## src/rtl/shift_nibble_framer.sv

```systemverilog
// shift_nibble_framer: hunts a sync pattern on a shift-register tap, then frames
// fixed-length runs of nibbles into a 2-entry valid/ready output FIFO.
module shift_nibble_framer #(
   parameter logic [3:0] SYNC_PAT      = 4'b1011,
   parameter int         FRAME_NIBBLES = 4
) (
   input  logic       clock,
   input  logic       clear,
   input  logic [3:0] par_in,
   output logic [3:0] nib_data,
   output logic       nib_valid,
   input  logic       nib_ready,
   output logic       locked,
   output logic       frame_done,
   output logic       overflow
);
   typedef enum logic {HUNT, LOCKED} state_t;
   localparam logic [3:0] LAST = 4'(FRAME_NIBBLES - 1);
   state_t     state;
   logic [1:0] bit_cnt;
   logic [3:0] nib_cnt;
   logic [3:0] head;
   logic [3:0] tail;
   logic [1:0] count;
   logic       push;
   logic       pop;
   assign push      = (state == LOCKED) && (bit_cnt == 2'd3);
   assign nib_valid = count != 2'd0;
   assign pop       = nib_valid && nib_ready;
   assign nib_data  = head;
   assign locked    = state == LOCKED;
   always_ff @(posedge clock) begin
      if (!clear) begin
         state      <= HUNT;
         bit_cnt    <= 2'd0;
         nib_cnt    <= 4'd0;
         frame_done <= 1'b0;
      end else begin
         frame_done <= 1'b0;
         if (state == HUNT) begin
            if (par_in == SYNC_PAT) begin
               state   <= LOCKED;
               bit_cnt <= 2'd0;
               nib_cnt <= 4'd0;
            end
         end else begin
            bit_cnt <= bit_cnt + 2'd1;
            if (push) begin
               // dropped nibbles still count: frame length is fixed in time
               nib_cnt <= nib_cnt + 4'd1;
               if (nib_cnt == LAST) begin
                  state      <= HUNT;
                  nib_cnt    <= 4'd0;
                  frame_done <= 1'b1;
               end
            end
         end
      end
   end
   always_ff @(posedge clock) begin
      if (!clear) begin
         head     <= 4'd0;
         tail     <= 4'd0;
         count    <= 2'd0;
         overflow <= 1'b0;
      end else if (push && pop) begin
         if (count == 2'd2) begin
            head <= tail;
            tail <= par_in;
         end else begin
            head <= par_in;
         end
      end else if (pop) begin
         head  <= tail;
         count <= count - 2'd1;
      end else if (push) begin
         if (count == 2'd0) head <= par_in;
         else if (count == 2'd1) tail <= par_in;
         else overflow <= 1'b1;
         if (count != 2'd2) count <= count + 2'd1;
      end
   end
endmodule

```

## config.mk

```make
export PLATFORM = sky130hd
export DESIGN_NAME = shift_nibble_framer
export DESIGN_NICKNAME = d
export VERILOG_FILES = /design/src/rtl/shift_nibble_framer.sv
export SDC_FILE = /design/constraint.sdc
export NUM_CORES = 1
export LEC_CHECK = 0
export CAP_MARGIN = 10
export CORE_MARGIN = 8
export CORE_UTILIZATION = 51
export CTS_CLUSTER_DIAMETER = 120
export DETAILED_ROUTE_END_ITERATION = 16
export HOLD_SLACK_MARGIN = 0.12
export PLACE_DENSITY = 0.73
export SYNTH_ARGS = -nofsm -noshare
export SYNTH_HDL_FRONTEND = slang
export SYNTH_SLANG_ARGS = --single-unit
```

## constraint.sdc

```tcl
create_clock -name clock -period 2 [get_ports clock]
set_input_delay 0.3 -clock clock [delete_from_list [all_inputs] [get_ports clock]]
set_output_delay 0.3 -clock clock [all_outputs]
set_load 0.02 [all_outputs]
```

## Yosys cells after proc, flatten, opt, wreduce, memory -nomap -nowiden

Cells that the tools add are included.

- Reduce and logical (&&, ||, !) cells: 18
- Add/sub/neg operators: 4
- Mux-type cells: 25
- Equality and inequality tests: 10
- Bitwise logic cells: 4

Operators by type and width:

| cell | count |
|---|---|
| 4-bit 2-to-1 mux | 15 |
| 2-bit nonzero test | 6 |
| 2-bit 2-to-1 mux | 5 |
| 5-bit AND reduction | 2 |
| 2-bit by 1-bit inequality test with 1-bit output (second input constant) | 3 |
| 3-bit AND reduction | 2 |
| 3-bit nonzero test | 2 |
| 1-bit 2-to-1 mux | 5 |
| 2-bit by 1-bit adder with 2-bit output (second input constant) | 2 |
| 4-bit by 1-bit adder with 4-bit output (second input constant) | 1 |
| 2-bit equality test (second input constant) | 2 |
| 4-bit by 2-bit equality test with 1-bit output (second input constant) | 1 |
| 4-bit equality test (second input constant) | 1 |
| 2-bit inequality test (second input constant) | 2 |
| 1-bit inverter | 4 |
| 2-bit AND reduction | 2 |
| 1-bit logical AND | 3 |
| 2-bit by 1-bit equality test with 1-bit output (second input constant) | 1 |
| 2-bit zero test | 1 |
| 2-bit by 1-bit subtractor with 2-bit output (second input constant) | 1 |

- Input bits: 7
- Flip-flop bits (word level): 19
- Logic and storage cells: 69

## Depth between registers and ports, before layout

- Word-level depth: 6
- Depth in mapped cells: 6

## Worst setup path before layout

OpenSTA, ideal clock, no wires.

- Kind: flip-flop to flip-flop
- From: register count[0]
- To: register count[0]
- Library setup time: 0.115 ns
- Clock period less this slack: 1.403 ns
- Data required time: 1.885 ns
- Arrival: 1.288 ns
- Slack: 0.597 ns
- Buffers on the path: 0
- Stages on the path, launching flop included: 7
- Cells stage by stage: dfxtp_1 -> inv_1 -> ha_1 -> or2b_1 -> nor2_1 -> o21ai_0 -> and3b_1

- Word-level cells in the longest chain between the ends: 5
- Elaborated cells between the ends (all ways): 13
- Classes of those cells: 2 x add/sub; 1 x eq/ne; 3 x mux; 1 x bitwise; 6 x reduce/logical

RTL lines:

| item | RTL line | RTL |
|---|---|---|
| start, declared | 24 | `logic [1:0] count;` |
| start signal, assigned | 75 | `count <= count - 2'd1;` |
| start signal, assigned | 80 | `if (count != 2'd2) count <= count + 2'd1;` |
| branches (longest 5 deep; another with 2-bit by 1-bit adder with 2-bit output) | - |  |

Several ways; the timed one is not identified. The select of a mux whose other input is x is not followed.
A chain may end at the register's enable or synchronous reset.

## Worst setup path after layout

- From: register count[0]
- To: output port nib_valid

- Word-level cells in the longest chain between the ends: 1

RTL lines:

| item | RTL line | RTL |
|---|---|---|
| 2-bit nonzero test | 28 | `assign nib_valid = count != 2'd0;` |
| end, declared | 11 | `output logic nib_valid,` |

No other way between the ends.

==> flow_summary.yaml <==
run_status:
  outcome: "complete, no violations"
detailed_routing:
  wirelength_um: 1770
  wl_per_cell_um: 12.6
  drc_errors: 0
  antenna_left: 0
  drt_iter0_drc: 10
  drt_first_pass_iters: 4
  viasPerCell: 5.33
  vias: 752
floorplanning:
  die_x_um: 58.8
  fp-row-count: 15
  pin_count: 15
  coreArea_sq_mm: 0.00173
  dieArea_sq_mm: 0.00346
  initial_core_util_pct: 54.1
  die_h_um: 58.8
clocking:
  clk_pin_slew_ps: 110
  ctsResizeCount: 1
  post_cts_buffers: 0
  cts_tree: "done"
  cts_made_buffers: 3
  clk_latency_ps: 290
  root_buffer: "clkbuf_4"
  htree_levels: 1
  cts_hold_buffers: 0
  cts.sinks: 19
  cts_buffer_depth: 2
setup_path:
  cp.required_ps: 1700
  path_buf_inv: 3
  arrival_ps: 1510
  crit_chain: "inv_1, ha_1, inv_1, dlygate4sd2_1"
  cp-end-kind: "output pin"
  setup.worst_path.start_class: "register"
  crit_type: "register to output pin"
  critical_path.max_fanout: 7
  worst_path_largest_cell_delay_ps: 390
  r2r_setup_slack_ps: 390
  cp_common_cell: "inv_1"
  cpMaxStageDelayCell: "dfxtp_1"
  crit_family: "buffers and inverters"
timing:
  max_freq_mhz: 552
  finalSetupTns_ps: 0
  tightest_slew_ps: 512
  slew_headroom_pct: 65.8
  finalSetupViolations: 0
  period_share_pct: 90.6
  rsz0062_at_grt: "no"
  hold_viol_final: 0
  finalCriticalPeriod_ps: 1810
  drv_slew: 0
  skew_ps: 3.30
final_layout:
  nets: 129
  final_cell_mix: "dfxtp_1, clkdlybuf4s50_1, mux2i_1"
  final_core_util_pct: 64.6
  final_common_cell: "dfxtp_1"
  antenna-diode-count: 0
  area_growth_pct: 19.6
  drive_above_1_share_pct: 7.76
  fill_cells: 165
placement:
  port_buffers: 14
  gp_congestion: 0.808
  hpwl_um: 1320
yosys:
  synth-warning-count: 0
  synth_top_area_share_pct: 40.8
  synthDistinctLibCells: 29
  synth_top_cells_by_area: "dfxtp_1, mux2i_1, ha_1, nor2b_1, o21ai_0"
  yosys.area.top_type: "dfxtp_1"
  syn_nets: 112
  syn_area_sq_um: 933
  synth_seq_cells: 19
  avgSynthCellArea_sq_um: 9.33
  synthCells: 100
  ys_seq_area_share_pct: 40.8
power_and_ir_drop:
  p_per_area_mw_per_mm2: 657
  finalPower_uw: 733
  ir_drop_uv: 609
  leakagePower_nw: 0.436
global_routing:
  antenna_found_initial: 0
  grt_max_degree: 20
  grt_pass1_vias: 745
  grt_usage_pct: 11.0
  grt.overflow.total: 0
  grt_pass1_wl_um: 3080
run:
  drv_cap: 0
worst_hold_path:
  hold_class: "register to register"
-- synth_stat cells --
| master | number |
|---|---|
| nor2_1 | 3 |
| nor4_1 | 1 |
| a21oi_1 | 7 |
| ha_1 | 5 |
| a22oi_1 | 1 |
| nand3_1 | 4 |
| nor2b_1 | 9 |
| a31oi_1 | 2 |
| and3b_1 | 1 |
| nand2_2 | 1 |
| nor3b_1 | 1 |
| buf_6 | 1 |
| clkbuf_1 | 1 |
| a21boi_0 | 3 |
| nand2_1 | 4 |
| dfxtp_1 | 19 |
| or2_2 | 1 |
| and3_1 | 1 |
| o21ai_0 | 8 |
| nand4b_1 | 2 |
| o21a_1 | 1 |
| o21ai_2 | 2 |
| inv_1 | 4 |
| o22ai_1 | 1 |
| and2_0 | 1 |
| mux2i_1 | 10 |
| or2b_1 | 1 |
| nor3_1 | 4 |
| nor3_4 | 1 |
-- worst register-to-register path: cells and delay by family, from the launching register on --
family	cells	cell delay [ps]
multiplexers	2	410
AND/OR/NAND/NOR	2	380
flip-flops	1	350
adder cells (fa/ha/maj)	1	290
buffers and inverters	1	90
-- kinds of logic after synthesis --
| group | Yosys count | share of synthesized area, % |
|---|---|---|
| buffers and inverters | 6 | 3.22 |
| multiplexers | 10 | 10.7 |
| AO/OA/AOI/OAI | 25 | 16.0 |
| flip-flops | 19 | 40.8 |
| AND/OR/NAND/NOR | 35 | 22.7 |
| adder cells (fa/ha/maj) | 5 | 6.70 |
-- flip-flops by register name, summed over array words and instances, names as in the netlist --
name	flops
nib_cnt	4
nib_data	4
tail	4
bit_cnt	2
count	2
frame_done	1
locked	1
overflow	1
-- routing by layer --
| metal | up-vias | GRT usage (%) | routed length (um) |
|---|---|---|---|
| met4 | 0 | 2.39 | 13 |
| met5 | - | 0 | 0 |
| met1 | 341 | 12.1 | 822 |
| li1 | 388 | - | - |
| met3 | 2 | 4.57 | 104 |
| met2 | 21 | 19.0 | 833 |
-- metrics by stage --
stage / hold WS, ps / cells / setup slack, ps / area [sq um]
after floorplan: 428 / 100 / 597 / 933
after global placement: 446 / 137 / 273 / 1090
after detailed placement: 460 / 137 / 239 / 1090
after CTS: 493 / 141 / 180 / 1120
after global routing: 519 / 141 / 79.7 / 1120
final: 488 / 141 / 188 / 1120
-- worst paths after layout --
kind / from / to / cells after the start
setup / recovery: count[0] / nib_valid / 4
hold reg to reg: overflow / overflow / 1
hold / removal: overflow / overflow / 1
setup reg to reg: count[0] / tail[2] / 6
-- power breakdown --
group	total, mW	internal [mW]	switching [mW]
sequential	0.402	0.392	0.00933
combinational	0.139	0.0630	0.0764
clock	0.192	0.0744	0.117
-- layout make-up --
class / instances / area, sq um / share of cell area, %
repair buffers: 14 / 139 / 12.4
clock inverters: 1 / 5.00 / 0.448
flip-flops and latches: 19 / 380 / 34.1
multi-input cells: 75 / 523 / 46.9
inverters: 4 / 15.0 / 1.35
clock buffers: 3 / 22.5 / 2.02
well taps: 25 / 31.3 / 2.80
(Power assumes the default switching activity.)
